===== src/rtl/noc_arb_pkg.sv =====
// rtl/noc_arb_pkg.sv - shared types and round-robin helper for the injection arbiter
//
// Purpose: arbiter FSM state encoding and the rotating first-set-bit search.
// Contents:
//   arb_state_e : IDLE (arbitrating) / LOCKED (streaming one packet)
//   rr_pick     : first set index of req at or after ptr, modulo n (n <= 16)
package noc_arb_pkg;

  typedef enum logic [0:0] {
    IDLE   = 1'b0,
    LOCKED = 1'b1
  } arb_state_e;

  localparam int unsigned RR_MAX_REQ = 16;

  // Caller guarantees at least one req bit below n is set; otherwise 0 is returned.
  function automatic logic [3:0] rr_pick(input logic [RR_MAX_REQ-1:0] req,
                                         input logic [3:0]            ptr,
                                         input int unsigned           n);
    logic [3:0]  pick;
    logic        found;
    int unsigned idx;
    pick  = '0;
    found = 1'b0;
    for (int unsigned off = 0; off < RR_MAX_REQ; off++) begin
      idx = (32'(ptr) + off) % n;
      if (!found && (off < n) && req[4'(idx)]) begin
        pick  = 4'(idx);
        found = 1'b1;
      end
    end
    return pick;
  endfunction

endpackage


===== src/rtl/axis_pipe_fifo2.sv =====
// rtl/axis_pipe_fifo2.sv - 2-entry register FIFO decoupling the router port from the sources
//
// Purpose: holds up to two beats so the upstream accept never waits on the
// downstream ready in the same cycle.
// Ports:
//   clk_i, rst_i           : clock, synchronous active-high reset
//   push_i, push_data_i    : write strobe and beat; ignored while full_o
//   full_o                 : both entries occupied
//   pop_i                  : consumer ready; pops when valid_o
//   valid_o, pop_data_o    : head beat present / head beat contents
module axis_pipe_fifo2 #(
  parameter int unsigned WIDTH = 8
) (
  input  logic             clk_i,
  input  logic             rst_i,
  input  logic             push_i,
  input  logic [WIDTH-1:0] push_data_i,
  output logic             full_o,
  input  logic             pop_i,
  output logic             valid_o,
  output logic [WIDTH-1:0] pop_data_o
);

  logic [WIDTH-1:0] mem_q [2];
  logic             wr_ptr_q;
  logic             rd_ptr_q;
  logic [1:0]       count_q;
  logic [1:0]       count_d;
  logic             push_en;
  logic             pop_en;

  assign full_o     = (count_q == 2'd2);
  assign valid_o    = (count_q != 2'd0);
  assign pop_data_o = mem_q[rd_ptr_q];
  assign push_en    = push_i & ~full_o;
  assign pop_en     = pop_i & valid_o;

  always_comb begin
    count_d = count_q;
    case ({push_en, pop_en})
      2'b10:   count_d = count_q + 2'd1;
      2'b01:   count_d = count_q - 2'd1;
      default: count_d = count_q;
    endcase
  end

  // Entries are cleared on reset so the head fields read as zero afterwards.
  always_ff @(posedge clk_i) begin
    if (rst_i) begin
      mem_q[0] <= '0;
      mem_q[1] <= '0;
      wr_ptr_q <= 1'b0;
      rd_ptr_q <= 1'b0;
      count_q  <= 2'd0;
    end else begin
      if (push_en) begin
        mem_q[wr_ptr_q] <= push_data_i;
        wr_ptr_q        <= ~wr_ptr_q;
      end
      if (pop_en) begin
        rd_ptr_q <= ~rd_ptr_q;
      end
      count_q <= count_d;
    end
  end

endmodule


===== src/rtl/axis_inject_arbiter.sv =====
// rtl/axis_inject_arbiter.sv - packet-granular round-robin arbiter onto one router injection port
//
// Purpose: shares the router axis_in_* port among NUM_REQ sources; a grant is
// held until the granted source's tlast beat is accepted.
// Ports:
//   clk_usr, rst_usr_sync        : user clock, synchronous active-high reset
//   s_axis_*                     : per-source streams, source i at slice i
//   req_enable                   : static mask; cleared sources are never newly granted
//   m_axis_*                     : buffered output towards the router
//   grant_valid, grant_idx       : lock status and locked source
module axis_inject_arbiter
  import noc_arb_pkg::*;
#(
  parameter int unsigned NUM_REQ       = 4,
  parameter int unsigned TDATA_WIDTH   = 64,
  parameter int unsigned TID_WIDTH     = 2,
  parameter int unsigned TDEST_WIDTH   = 2,
  parameter int unsigned REQ_IDX_WIDTH = $clog2(NUM_REQ)
) (
  input  logic                           clk_usr,
  input  logic                           rst_usr_sync,
  input  logic [NUM_REQ-1:0]             s_axis_tvalid,
  output logic [NUM_REQ-1:0]             s_axis_tready,
  input  logic [NUM_REQ*TDATA_WIDTH-1:0] s_axis_tdata,
  input  logic [NUM_REQ-1:0]             s_axis_tlast,
  input  logic [NUM_REQ*TID_WIDTH-1:0]   s_axis_tid,
  input  logic [NUM_REQ*TDEST_WIDTH-1:0] s_axis_tdest,
  input  logic [NUM_REQ-1:0]             req_enable,
  output logic                           m_axis_tvalid,
  input  logic                           m_axis_tready,
  output logic [TDATA_WIDTH-1:0]         m_axis_tdata,
  output logic                           m_axis_tlast,
  output logic [TID_WIDTH-1:0]           m_axis_tid,
  output logic [TDEST_WIDTH-1:0]         m_axis_tdest,
  output logic                           grant_valid,
  output logic [REQ_IDX_WIDTH-1:0]       grant_idx
);

  localparam int unsigned BEAT_W = TDATA_WIDTH + TID_WIDTH + TDEST_WIDTH + 1;

  arb_state_e               state_q, state_d;
  logic [REQ_IDX_WIDTH-1:0] rr_ptr_q, rr_ptr_d;
  logic [REQ_IDX_WIDTH-1:0] grant_idx_q, grant_idx_d;
  logic [NUM_REQ-1:0]       cand;
  logic                     fifo_full;
  logic                     fifo_valid;
  logic                     sel_valid;
  logic                     sel_last;
  logic                     accept;
  logic [BEAT_W-1:0]        sel_beat;
  logic [BEAT_W-1:0]        head_beat;
  int unsigned              sel;

  assign cand = s_axis_tvalid & req_enable;

  // Mux of the locked source onto the FIFO input.
  always_comb begin
    sel       = 32'(grant_idx_q);
    sel_valid = s_axis_tvalid[grant_idx_q];
    sel_last  = s_axis_tlast[grant_idx_q];
    sel_beat  = {s_axis_tdata[sel*TDATA_WIDTH +: TDATA_WIDTH],
                 s_axis_tid[sel*TID_WIDTH +: TID_WIDTH],
                 s_axis_tdest[sel*TDEST_WIDTH +: TDEST_WIDTH],
                 sel_last};
  end

  // IDLE only arbitrates; beats flow solely in LOCKED, so each packet pays
  // one arbitration cycle. req_enable is only consulted when picking.
  always_comb begin
    state_d       = state_q;
    rr_ptr_d      = rr_ptr_q;
    grant_idx_d   = grant_idx_q;
    s_axis_tready = '0;
    accept        = 1'b0;
    case (state_q)
      IDLE: begin
        if (|cand) begin
          grant_idx_d = REQ_IDX_WIDTH'(rr_pick(16'(cand), 4'(rr_ptr_q), NUM_REQ));
          state_d     = LOCKED;
        end
      end
      LOCKED: begin
        s_axis_tready[grant_idx_q] = ~fifo_full;
        accept = sel_valid & ~fifo_full;
        if (accept && sel_last) begin
          state_d  = IDLE;
          rr_ptr_d = (grant_idx_q == REQ_IDX_WIDTH'(NUM_REQ - 1)) ? '0
                     : grant_idx_q + REQ_IDX_WIDTH'(1);
        end
      end
      default: state_d = IDLE;
    endcase
  end

  always_ff @(posedge clk_usr) begin
    if (rst_usr_sync) begin
      state_q     <= IDLE;
      rr_ptr_q    <= '0;
      grant_idx_q <= '0;
    end else begin
      state_q     <= state_d;
      rr_ptr_q    <= rr_ptr_d;
      grant_idx_q <= grant_idx_d;
    end
  end

  axis_pipe_fifo2 #(
    .WIDTH(BEAT_W)
  ) u_fifo (
    .clk_i       (clk_usr),
    .rst_i       (rst_usr_sync),
    .push_i      (accept),
    .push_data_i (sel_beat),
    .full_o      (fifo_full),
    .pop_i       (m_axis_tready),
    .valid_o     (fifo_valid),
    .pop_data_o  (head_beat)
  );

  assign m_axis_tvalid = fifo_valid;
  assign {m_axis_tdata, m_axis_tid, m_axis_tdest, m_axis_tlast} = head_beat;
  assign grant_valid   = (state_q == LOCKED);
  assign grant_idx     = grant_idx_q;

endmodule


===== config.mk =====
export PLATFORM = sky130hd
export DESIGN_NAME = axis_inject_arbiter
export DESIGN_NICKNAME = d
export VERILOG_FILES = /design/src/rtl/noc_arb_pkg.sv /design/src/rtl/axis_pipe_fifo2.sv /design/src/rtl/axis_inject_arbiter.sv
export SDC_FILE = /design/constraint.sdc
export NUM_CORES = 1
export LEC_CHECK = 0
export CORE_UTILIZATION = 40
export DETAILED_ROUTE_END_ITERATION = 16
export HOLD_SLACK_MARGIN = 0.1
export PLACE_DENSITY = 0.77
export SYNTH_ARGS = -nofsm -noshare
export SYNTH_HDL_FRONTEND = slang
export SYNTH_SLANG_ARGS = --single-unit

===== constraint.sdc =====
create_clock -name clk_usr -period 6.7 [get_ports clk_usr]
set_clock_uncertainty 0.15 [all_clocks]
set_input_delay 1.34 -clock clk_usr [delete_from_list [all_inputs] [get_ports clk_usr]]
set_output_delay 1.34 -clock clk_usr [all_outputs]
set_load 0.02 [all_outputs]

* Word-level counts from Yosys, hierarchy flattened *
Memory sizes are Yosys's and may differ from the RTL's. A register that Yosys moved wholly into a read port is not among the register bits.
Index checks and enable logic that the tools add are counted.

storage, ports and cells
  register bits = 9
  RAM bits = 138
  input port bits = 287
  output and inout bits = 77
  logic and storage cells = 93
  memories = 1

memories
  name          depth  bits a word  rd ports  clocked after Yosys merged registers in  write ports  line                   source
  u_fifo.mem_q  2      69           1         1                                        2            axis_pipe_fifo2.sv:24  logic [WIDTH-1:0] mem_q [2];

operators by class
  $add $sub $neg = 6
  order comparisons = 6
  eq/ne operators = 4
  shifts and indexed selects = 3
  muxes and demuxes = 44
  bitwise operators = 9
  reduce and logical (&&, ||, !) cells = 14

operators by type and width
  kind                 number
  $shiftx 256x9->64    1
  $mux 69              1
  $reduce_or 69->1     1
  $mux 1               28
  $lt 2x5->1 const B   4
  $shiftx 8x4->2       2
  $bmux 1 s2           6
  $mux 2               5
  $and 4x4->4          2
  $add 2x1->2 const B  3
  $eq 2x2->1 const B   3
  $logic_and 1x1->1    5
  $add 2x2->2 const B  2
  $mux 4               1
  $not 1->1            4
  $pmux 2 s2           1
  $reduce_and 2->1     2
  $reduce_bool 2->1    2
  $reduce_or 4->1      1
  $and 1x1->1          3
  $logic_not 1->1      3
  $lt 2x3->1 const B   1
  $demux 1 s2          1
  $eq 2x1->1 const B   1
  other kinds (3)      3

* Logic depth before layout (Yosys ltp) *
Gate-level depths: netlist of the first run.

  word-level depth = 19
  gate-level depth with buffers = 7
  depth with buffers taken out = 6

* By module *
Synthesis of the first run repeated with hierarchy kept, for this count alone.

unflattened totals
  cells, all modules = 602
  area, all modules = 8,296.7 µm²

by module, submodules not included
  module               instances  cells an instance  area an instance (µm²)  seq. area each (µm²)
  axis_pipe_fifo2      1          472                6,281.0                 4,244.1
  axis_inject_arbiter  1          130                2,015.7                 100.1

* Worst setup path before layout of the first run *
No wires, ideal clock.

  path kind = input to register
  start = input s_axis_tvalid[1]
  end = memory u_fifo.mem_q[0][0] (netlist bit), enable pin
  library setup time = 0.511 ns
  arrival = 4.955 ns
  data required time = 6.039 ns
  slack = 1.085 ns
  stages = 3
  buffers on the path = 0
  cell sequence = mux4_2 -> nand3_2 -> o21bai_1

RTL lines
  what                line                       source
  start: declaration  axis_inject_arbiter.sv:22  input logic [NUM_REQ-1:0] s_axis_tvalid,
  end: declaration    axis_pipe_fifo2.sv:24

* Worst setup path after layout of the first run *
  start = register grant_idx_q[1] (netlist: grant_idx[1])
  end = output s_axis_tready[1]

on the way
  cells in the longest elaborated chain, start to end = 6
  elaborated cells between the ends (all ways) = 7
  classes of those cells = order compare (2); mux (3); bitwise (1); reduce/logical (1)

RTL lines
  what                                                                   line                        source
  start: declaration                                                     axis_inject_arbiter.sv:43   logic [REQ_IDX_WIDTH-1:0] grant_idx_q, grant_idx_d;
  start signal: assignment                                               axis_inject_arbiter.sv:103  grant_idx_q <= grant_idx_d;
  $lt 2x3->1 (implied by the code) / $ge 2x1->1 (equally long branches)  axis_inject_arbiter.sv:83   s_axis_tready[grant_idx_q] = ~fifo_full;
  $logic_and 1x1->1 (implied by the code)                                axis_inject_arbiter.sv:83
  $mux 1 (implied by the code)                                           axis_inject_arbiter.sv:83
  $demux 1 s2 (*)                                                        axis_inject_arbiter.sv:83
  $and 4x4->4 (no source line) (*)                                       -
  $mux 4 (*)                                                             axis_inject_arbiter.sv:75   case (state_q)
  end: declaration                                                       axis_inject_arbiter.sv:23   output logic [NUM_REQ-1:0] s_axis_tready,

Mark *: on every way between the ends. The rest lies on a longest branch, timed or not.

==> results of run 1 <==
## power groups by stage
stage | logic, W | clock network, W | registers [W]
6_report | 0.00101 | 0.000965 | 0.00122
5_1_grt | 0.00107 | 0.00102 | 0.00124
4_1_cts | 0.00103 | 0.000982 | 0.00123
3_5_place_dp | 0.00102 | 0 | 0.00125
3_3_place_gp | 0.00102 | 0 | 0.00124
2_1_floorplan | 0.000602 | 0 | 0.00115
## how the worst max path moves through the flow
| stage | endpoint | cells after the start | start |
|---|---|---|---|
| 6_report | s_axis_tready[1] | 4 | grant_idx[1] |
| 3_3_place_gp | u_fifo.mem_q[0][17] | 5 | s_axis_tvalid[0] |
| 5_1_grt | s_axis_tready[1] | 4 | grant_idx[1] |
| 3_5_place_dp | u_fifo.mem_q[0][18] | 5 | s_axis_tvalid[2] |
| 2_1_floorplan | u_fifo.mem_q[0][0] | 3 | s_axis_tvalid[1] |
| 4_1_cts | s_axis_tready[1] | 4 | grant_idx[1] |
## per-stage QoR
step | cells | hold WS [ps]
final | 1157 | 350
after global placement | 1125 | 333
after floorplan | 529 | 317
after detailed placement | 1125 | 347
after global routing | 1157 | 402
after CTS | 1157 | 356
## cells by family (layout without fill, tap and decap cells)
family	Yosys count	after routing
muxes	141	141
buffers and inverters	43	401
and+or+nand+nor	176	176
AOI/OAI and AO/OA	12	12
xor gates and xnor gates	4	4
adders and majority gates	5	5
DFF	148	148
## final cells by class
class / instances / area share
clock inverter: 15 / 0.0142
inverter: 2 / 0.000594
sequential: 148 / 0.344
tap: 270 / 0.0267
clock buffer: 17 / 0.0336
timing repair buffer: 367 / 0.290
multi-input combinational: 338 / 0.291
## flip-flops by register name (all words and copies together), names as in the netlist, named ones only
signal	flops
u_fifo.mem_q	138
grant_idx	2
rr_ptr_q	2
u_fifo.count_q	2
grant_valid	1
u_fifo.rd_ptr_q	1
u_fifo.wr_ptr_q	1
## cell usage in the layout (no fill, tap or decap), types with 2 or more instances in the layout
master and n:
a211oi_1 3, a21oi_1 2, and2_1 70, and3_1 4, and3b_1 2, buf_4 4, bufinv_16 3, clkbuf_16 17
clkdlybuf4s50_1 363, clkinv_2 3, clkinv_4 3, clkinvlp_4 3, dfxtp_1 7, dfxtp_4 3, edfxtp_1 138, ha_1 5
inv_1 2, inv_6 3, mux2_2 69, mux4_2 71, nand2_1 7, nand3_1 5, nor2_1 6, nor2b_1 69
or3_1 2, xnor2_1 2, xor2_1 2
## critical path, stage by stage, from the launching register on
cell and delay [ps]:
dfxtp_4 1010, inv_1 170, ha_1 230, and3_1 170
clkdlybuf4s50_1 530
## metal layers
metal | vias to the layer above | wire length, um | part of all wire | global-route usage
met5 | - | 13 | 0.00061 | 0
met4 | 2 | 446 | 0.021 | 0.0737
met1 | 2846 | 8550 | 0.40 | 0.251
li1 | 2727 | - | - | -
met3 | 28 | 1260 | 0.060 | 0.0476
met2 | 231 | 10900 | 0.51 | 0.357
==> summary.md, run 1 <==
| Metric | Value |
|---|---|
| Status | complete, no violations |
| DIE HEIGHT | 145 um |
| ANT nets after route | 0 |
| Pwr dens | 253 nW/um2 |
| Warnings from Yosys | 0 |
| Post-synth EDFFs | 138 |
| Sequential group share of total power | 0.382 |
| Hold Crit Depth | 2 |
| Final instance area | 12600 um2 |
| Number of I/O pins | 364 |
| Die W | 145 um |
| Post-synth top area share | 0.504 |
| Drt total wl | 21.2 mm |
| Synth Flop Type | edfxtp_1 |
| Worst hold path endpoint | u_fifo.count_q[1] |
| Final Hold Fails | 0 |
| Max Cap Viol | 0 |
| CTS Hold Buffers Added | 0 |
| Bufs on Longest Clock Path | 2 |
| CTS tree | done |
| Synthesized flop and latch total | 148 |
| Setup WS post-layout | 2660 ps |
| XOR/XNOR share of the synthesized area | 0.00426 |
| Worst Path Max Fanout | 75 |
| Reg-to-reg critical path startpoint | grant_idx[1] |
| RSZ-0062 raised after global routing | no |
| NetSw | 0.000896 W |
| Die Area | 21100 um2 |
| DR WL/cell | 18.3 um |
| Clock power frac | 0.301 |
| CP Launch Type | register |
| Multi-input gate area | 3680 um2 |
| Synth Area in Adders | 0.00761 |
| Gpl congestion | 0.763 |
| Worst setup EP type | output port |
| PortBufs | 363 |
| HPWL after detailed placement | 15.1 mm |
| Clock tree sinks | 148 |
| Post-Synthesis Mean Instance Area | 15.5 um2 |
| Total GRT Usage | 0.206 |
| Tightest Hold Check Type | reg -> reg |
| Fin. max-slew vios | 0 |
| Initial antenna violation count | 1 |
| Drt initial violations | 240 |
| Arrival time at the worst endpoint | 2550 ps |
| Area growth, synth to finish | 53.8% |
| # diodes | 0 |
| Drt first pass iters | 4 |
| Final setup viols | 0 |
| Compound-Gate Fraction of Synth Area | 0.0103 |
| Simple-gate area share of the yosys netlist | 0.132 |
| Synthesized area | 8220 um2 |
| Final core occ | 0.627 |
| Share of layout cells above drive strength 1 | 0.210 |
| First-pass GRT wire length | 33.1 mm |
| Maximum vdd ir drop | 168 uV |
| Remaining Overflow, GRT | 0 |
| Drt drc | 0 |
| Combinational group share of total power | 0.317 |
| Netlist cell types | 42 |
| Vias/cell | 5.04 |
| Leakage | 4.42 nW |
| Largest net degree at the start of global routing | 76 |
| Synth top cells by count | edfxtp_1, mux4_2, and2_1, mux2_2, nor2b_1 |
| Slew HR | 0.318 |
| Post-DP Area | 12000 um2 |
| Post-synth top area cell | edfxtp_1 |
| Vias in the first global route | 6074 |
| Filler instances | 1548 |
| Crit Path Class | reg -> out |
| CORE AREA | 20200 um2 |
| Clk pin slew, worst setup/hold paths | 60 ps |
| Largest family of logic cells by synthesized area | multiplexers |
| Dpl ws | 2420 ps |
| Period minus WS final | 4040 ps |
| Worst-Margin Slew | 1020 ps |
| Final Net Count | 1166 |
| Clock latency on the worst-skew pair | 410 ps |
| FFs w/ async S/R, synth | 0 |
| Net Sw Frac | 0.280 |
| Most frequent cell after synthesis | edfxtp_1 |
| Period utilization | 0.603 |
| F_max | 0.248 GHz |
| Reg-to-reg slack, setup | 3220 ps |
| Total CTS buffers | 17 |
| HP Start | u_fifo.count_q[1] |
| FP Rows | 52 |
| Register area | 4360 um2 |
| Int Pwr | 0.00231 W |
| Sequential fraction of the synthesis area | 0.528 |
| Root buf cell | clkbuf_16 |
| Post-CTS Setup Inserts | 0 |
| Via Count | 5834 |
| CP required | 5210 ps |
| Largest cells by area after synthesis | edfxtp_1, mux4_2, mux2_2, and2_1, nor2b_1 |
| H-tree Lvls | 4 |
| Mux contribution to synthesized area | 0.290 |
| Initial core utilization | 0.408 |
| Worst R2R Path Depth | 4 |
| Tot Pwr | 0.00320 W |
| Setup_tns | 0 ps |
| Syn Nets | 821 |
| Cells after Synth | 529 |
| Reg2reg end | u_fifo.mem_q[0][63] |
| Post_cts resized | 0 |
No activity file was read; power rests on OpenSTA's default activity.
==> run 2: changes to the inputs <==
CORE_UTILIZATION = 39   (was 40)
PLACE_DENSITY = 0.78   (was 0.77)
clock period = 3.5 ns   (was 6.7 ns; I/O delays follow)
==> run 2 against run 1 <==
  * Cell area increased by 0.97%
  * Die area increased by 2.5%
  * Critical path depth decreased by 1
  * Via count increased by 0.74%
  * Sequential share of layout area decreased by 0.33 points
  * Setup slack got worse by 2200 ps
  * Sequential power increased by 82%
  * Critical path type unchanged
  * Critical endpoint is now m_axis_tdest[1]
  * Largest cell class unchanged
  * Largest power group unchanged
  * Highest routed layer is now met4
==> summary.md, run 2 (synthesized netlist as in run 1, its figures left out) <==
| Metric | Value |
|---|---|
| Net Sw Frac | 0.279 (was 0.280) |
| Reg2reg end | u_fifo.mem_q[1][21] (was u_fifo.mem_q[0][63]) |
| DR WL/cell | 18.6 um (was 18.3 um) |
| Final instance area | 12800 um2 (was 12600 um2) |
| RSZ-0062 raised after global routing | no (unchanged) |
| Root buf cell | clkbuf_16 (unchanged) |
| Total GRT Usage | 0.204 (was 0.206) |
| Leakage | 4.48 nW (was 4.42 nW) |
| Max incr delay on CP | 590 ps (was 1010 ps) |
| Clock tree sinks | 148 (unchanged) |
| Crit Path Class | reg -> out (unchanged) |
| Top reg by flops | u_fifo.mem_q (unchanged) |
| Drt initial violations | 198 (was 240) |
| Drt drc | 0 (unchanged) |
| Fin Hold WS | 372 ps (was 350 ps) |
| Number of I/O pins | 364 (unchanged) |
| Worst Path Max Fanout | 22 (was 75) |
| Reg-to-reg slack, setup | 1150 ps (was 3220 ps) |
| Tightest Hold Check Type | reg -> reg (unchanged) |
| Clock power frac | 0.300 (was 0.301) |
| Vias/cell | 5.04 (about the same) |
| Status | complete, no violations (unchanged) |
| Register area | 4360 um2 (unchanged) |
| Max Cap Viol | 0 (unchanged) |
| Final setup viols | 0 (unchanged) |
| Die Area | 21700 um2 (was 21100 um2) |
| # diodes | 0 (unchanged) |
| Vias in the first global route | 6306 (was 6074) |
| HP Start | u_fifo.rd_ptr_q (was u_fifo.count_q[1]) |
| CP endpoint | m_axis_tdest[1] (was s_axis_tready[1]) |
| Final Hold Fails | 0 (unchanged) |
| F_max | 0.324 GHz |
| Levels on crit path | 3 (was 4) |
| HPWL after detailed placement | 16.3 mm (was 15.1 mm) |
| Hold Crit Depth | 2 (unchanged) |
| Period minus WS final | 3090 ps |
| Post_cts resized | 0 (unchanged) |
| CP Launch Type | register (unchanged) |
| Pwr dens | 483 nW/um2 (was 253 nW/um2) |
| Clk pin slew, worst setup/hold paths | 60 ps (about the same) |
| Combinational group share of total power | 0.339 (was 0.317) |
| Die W | 147 um (was 145 um) |
| PortBufs | 363 (unchanged) |
| Area growth, synth to finish | 55.3% (was 53.8%) |
| Critical path's top delay family | buffers and inverters (was flip-flops) |
| Worst setup EP type | output port (unchanged) |
| Most used routing layer | met2 (unchanged) |
| M2 GR Usage | 0.366 (was 0.357) |
| Drt total wl | 21.7 mm (was 21.2 mm) |
| Filler instances | 1568 (was 1548) |
| NetSw | 0.00172 W (was 0.000896 W) |
| CORE AREA | 20400 um2 (was 20200 um2) |
| Remaining Overflow, GRT | 0 (unchanged) |
| CTS Hold Buffers Added | 0 (unchanged) |
| Initial core utilization | 0.402 (was 0.408) |
| Most common cell after layout, fill and taps aside | clkdlybuf4s50_1 (unchanged) |
| Drt first pass iters | 4 (unchanged) |
| Final Net Count | 1176 (was 1166) |
| Via Count | 5877 (was 5834) |
| Worst R2R Path Depth | 5 (was 4) |
| Bufs on Longest Clock Path | 2 (unchanged) |
| FP Rows | 52 (unchanged) |
| DIE HEIGHT | 147 um (was 145 um) |
| Placed Cells | 1135 (was 1125) |
| M1 GR Usage | 0.229 (was 0.251) |
| Post-CTS Setup Inserts | 0 (unchanged) |
| Setup_tns | 0 ps (unchanged) |
| CP Cell Sequence | buf_4, mux2_2, clkdlybuf4s50_1 (was inv_1, ha_1, and3_1, clkdlybuf4s50_1) |
| Slowest CP cell | clkdlybuf4s50_1 (was dfxtp_4) |
| Int Pwr | 0.00445 W (was 0.00231 W) |
| Fin. max-slew vios | 0 (unchanged) |
| Period utilization | 0.882 |
| Share of layout cells above drive strength 1 | 0.216 (was 0.210) |
| WP buf/inv | 2 (unchanged) |
| Met3 Track Usage GR | 0.0609 (was 0.0476) |
| CP required | 2650 ps (was 5210 ps) |
| Clock latency on the worst-skew pair | 410 ps (about the same) |
| Maximum vdd ir drop | 284 uV (was 168 uV) |
| Most frequent cells in the layout | clkdlybuf4s50_1, edfxtp_1, mux4_2, and2_1 (unchanged) |
| Total CTS buffers | 17 (unchanged) |
| Initial antenna violation count | 0 (was 1) |
| CTS tree | done (unchanged) |
| Worst-Margin Slew | 673 ps (was 1020 ps) |
| Final core occ | 0.625 (was 0.627) |
| Non-filler cells, final | 1167 (was 1157) |
| Largest net degree at the start of global routing | 70 (was 76) |
| Arrival time at the worst endpoint | 2240 ps (was 2550 ps) |
| H-tree Lvls | 4 (unchanged) |
| Sequential group share of total power | 0.360 (was 0.382) |
| Reg-to-reg critical path startpoint | grant_idx[0] (was grant_idx[1]) |
| ANT nets after route | 0 (unchanged) |
| Gpl congestion | 0.870 (was 0.763) |
| Largest register FFs | 138 (unchanged) |
| First-pass GRT wire length | 33.5 mm (was 33.1 mm) |
| Post-DP Area | 12200 um2 (was 12000 um2) |
| Slew HR | 0.551 (was 0.318) |
| Multi-input gate area | 3680 um2 (unchanged) |
## run 2: changes by cell type in the layout (fill, tap and decap cells not counted)
| cell | delta |
|---|---|
| clkbuf_1 | +1 |
| clkinv_2 | -2 |
| buf_12 | +4 |
| clkinv_4 | -2 |
| clkinv_1 | +1 |
| inv_6 | +2 |
| buf_4 | +6 |
## run 2: worst min-delay path by stage
stage	endpoint	slack, ps
floorplan	u_fifo.count_q[1]	320
global placement	u_fifo.count_q[1]	340
detailed placement	u_fifo.rd_ptr_q	350
CTS	u_fifo.count_q[1]	370
global route	register	400
finish	register	370
## run 2: worst register-to-register path: stages, from the launching register on
cell      delay [ps]
dfxtp_4          410
mux4_2           390
nand3_2          180
or3b_4           470
nand2b_4         100
buf_12           280
## run 2: layout make-up
| type | instances | share of cell area |
|---|---|---|
| timing repair buffer | 377 | 0.297 |
| inverter | 2 | 0.000588 |
| sequential | 148 | 0.341 |
| clock inverter | 14 | 0.0136 |
| clock buffer | 18 | 0.0336 |
| multi-input combinational | 338 | 0.288 |
| tap | 270 | 0.0265 |
## run 2: routing by layer
layer | up-vias | routed length (um)
met1 | 2866 | 8240
met5 | - | 0
li1 | 2745 | -
met3 | 32 | 1580
met4 | 0 | 505
met2 | 234 | 11400
## run 2: through the flow
step | total power [W] | worst slack (ps)
2_1_floorplan | 0.00336 | 339
3_3_place_gp | 0.00435 | 451
3_5_place_dp | 0.00438 | 414
4_1_cts | 0.00625 | 336
5_1_grt | 0.00643 | 276
6_report | 0.00616 | 415
## run 2: power by group through the flow
stage | clock network (W) | logic (W) | registers [W]
2_1_floorplan | 0 | 0.00116 | 0.00220
3_3_place_gp | 0 | 0.00210 | 0.00225
3_5_place_dp | 0 | 0.00212 | 0.00226
4_1_cts | 0.00190 | 0.00213 | 0.00223
5_1_grt | 0.00197 | 0.00222 | 0.00224
6_report | 0.00185 | 0.00209 | 0.00222
==> run 3: changes to the inputs <==
CORE_UTILIZATION = 40   (was 39)
DONT_BUFFER_PORTS = 1   (was default)
PLACE_DENSITY = default   (was 0.78)
SETUP_SLACK_MARGIN = 0.05   (was default)
clock period = 3.4 ns   (was 3.5 ns; I/O delays follow)
==> run 3 against run 2 <==
  * Largest cell class unchanged
  * Power down 7.3%
  * Global-route usage down 2.0 points
  * Clock power up 10%
  * Setup slack worse by 66 ps
  * Non-clock buffer count down 365
  * Flip-flop and latch count unchanged
  * Via count down 23%
==> summary.md, run 3 (synthesized netlist as in run 1, its figures left out) <==
| Metric | Value |
|---|---|
| Status | complete, no violations (unchanged) |
| Clk pin slew, worst setup/hold paths | 60 ps (about the same) |
| Hold Crit Depth | 1 (was 2) |
| Final Hold Fails | 0 (unchanged) |
| Final setup viols | 0 (unchanged) |
| PortBufs | 0 (was 363) |
| Tot Pwr | 0.00571 W (was 0.00616 W) |
| Via Count | 4524 (was 5877) |
| Total GRT Usage | 0.184 (was 0.204) |
| Worst R2R Path Depth | 6 (was 5) |
| Vias in the first global route | 4940 (was 6306) |
| Largest register FFs | 138 (unchanged) |
| Fin. max-slew vios | 0 (unchanged) |
| Filler instances | 1792 (was 1568) |
| Period utilization | 0.897 |
| Reg-to-reg slack, setup | 440 ps (was 1150 ps) |
| Post-DP Area | 8510 um2 (was 12200 um2) |
| Worst setup EP type | output port (unchanged) |
| DIE HEIGHT | 145 um (was 147 um) |
| Clock tree sinks | 148 (unchanged) |
| Most common cell after layout, fill and taps aside | edfxtp_1 (was clkdlybuf4s50_1) |
| Drt initial violations | 236 (was 198) |
| Final Net Count | 811 (was 1176) |
| Largest net degree at the start of global routing | 75 (was 70) |
| Remaining Overflow, GRT | 0 (unchanged) |
| Bufs on Longest Clock Path | 2 (unchanged) |
| Leakage | 3.08 nW (was 4.48 nW) |
| Non-filler cells, final | 802 (was 1167) |
| Drt drc | 0 (unchanged) |
| Top reg by flops | u_fifo.mem_q (unchanged) |
| RSZ-0062 raised after global routing | no (unchanged) |
| Initial antenna violation count | 2 (was 0) |
| CP Launch Type | register (unchanged) |
| CTS Hold Buffers Added | 0 (unchanged) |
| Drt total wl | 19.0 mm (was 21.7 mm) |
| H-tree Lvls | 4 (unchanged) |
| Clock latency on the worst-skew pair | 420 ps (was 410 ps) |
| Placed Cells | 770 (was 1135) |
| Crit Path Class | reg -> out (unchanged) |
| Die Area | 21100 um2 (was 21700 um2) |
| Post-CTS Setup Inserts | 0 (unchanged) |
| CP required | 2570 ps (was 2650 ps) |
| Max Cap Viol | 0 (unchanged) |
| Root buf cell | clkbuf_16 (unchanged) |
| Maximum vdd ir drop | 314 uV (was 284 uV) |
| Final instance area | 9150 um2 (was 12800 um2) |
| Share of layout cells above drive strength 1 | 0.360 (was 0.216) |
| First-pass GRT wire length | 29.0 mm (was 33.5 mm) |
| Pwr dens | 625 nW/um2 (was 483 nW/um2) |
| Die W | 145 um (was 147 um) |
| Total CTS buffers | 17 (unchanged) |
| CORE AREA | 20200 um2 (was 20400 um2) |
| FP Rows | 52 (unchanged) |
| Slew HR | 0.330 (was 0.551) |
| Worst-Margin Slew | 1000 ps (was 673 ps) |
| Gpl congestion | 0.787 (was 0.870) |
| Reg-to-reg critical path startpoint | grant_idx[0] (unchanged) |
| DR WL/cell | 23.7 um (was 18.6 um) |
| Initial core utilization | 0.408 (was 0.402) |
| ANT nets after route | 0 (unchanged) |
| Tightest Hold Check Type | in -> reg (was reg -> reg) |
| Most frequent cells in the layout | edfxtp_1, mux4_2, and2_1, mux2_2, nor2b_1 (was clkdlybuf4s50_1, edfxtp_1, mux4_2, and2_1) |
| Arrival time at the worst endpoint | 2220 ps (was 2240 ps) |
| HP Start | rst_usr_sync (was u_fifo.rd_ptr_q) |
| Period minus WS final | 3050 ps |
| Vias/cell | 5.64 (was 5.04) |
| F_max | 0.328 GHz |
| Post_cts resized | 0 (unchanged) |
| Number of I/O pins | 364 (unchanged) |
| Area growth, synth to finish | 11.2% (was 55.3%) |
| Drt first pass iters | 6 (was 4) |
| Setup_tns | 0 ps (unchanged) |
| HPWL after detailed placement | 13.2 mm (was 16.3 mm) |
| Worst Path Max Fanout | 74 (was 22) |
| CTS tree | done (unchanged) |
| Reg2reg end | rr_ptr_q[1] (was u_fifo.mem_q[1][21]) |
run 3: how the worst max path moves through the flow:
stage	start	end	slack [ps]
finish	grant_idx[1]	s_axis_tready[1]	350
global route	grant_idx[0]	rr_ptr_q[0]	100
CTS	grant_idx[1]	s_axis_tready[1]	290
detailed placement	grant_idx[0]	rr_ptr_q[1]	370
global placement	grant_idx[0]	rr_ptr_q[1]	430
floorplan	s_axis_tvalid[1]	u_fifo.mem_q[1][0]	260
run 3: report_power, final:
group          switching (W)  internal (W)
clock               0.000740       0.00130
sequential          0.000124       0.00218
combinational       0.000787      0.000581
total                0.00165       0.00406
run 3: critical path, stage by stage (launching register included):
cell	delay [ps]
dfxtp_4	350
buf_4	750
inv_1	200
ha_1	240
and3_1	250
run 3: area by class of cell:
class / instances / area [um2] / share of cell area
antenna: 2 / 5.00 / 0.000547
clock buffer: 18 / 429 / 0.0469
clock inverter: 12 / 205 / 0.0224
inverter: 2 / 7.51 / 0.000821
multi-input combinational: 338 / 3680 / 0.402
sequential: 148 / 4360 / 0.476
tap: 270 / 338 / 0.0369
timing repair buffer: 12 / 128 / 0.0140
run 3: layer usage:
layer / vias up / GRT usage / share of wire
met4: 0 / 0.0574 / 0.011
met2: 221 / 0.313 / 0.51
li1: 2016 / - / -
met3: 14 / 0.0621 / 0.072
met1: 2273 / 0.219 / 0.41
met5: - / 0 / 0
run 3: metrics by stage:
step / setup WS, ps / utilization / hold WS [ps]
finish: 349 / 0.453 / 164
global route: 104 / 0.453 / 143
CTS: 294 / 0.453 / 149
detailed placement: 367 / 0.422 / 342
global placement: 430 / 0.422 / 327
floorplan: 259 / - / 317
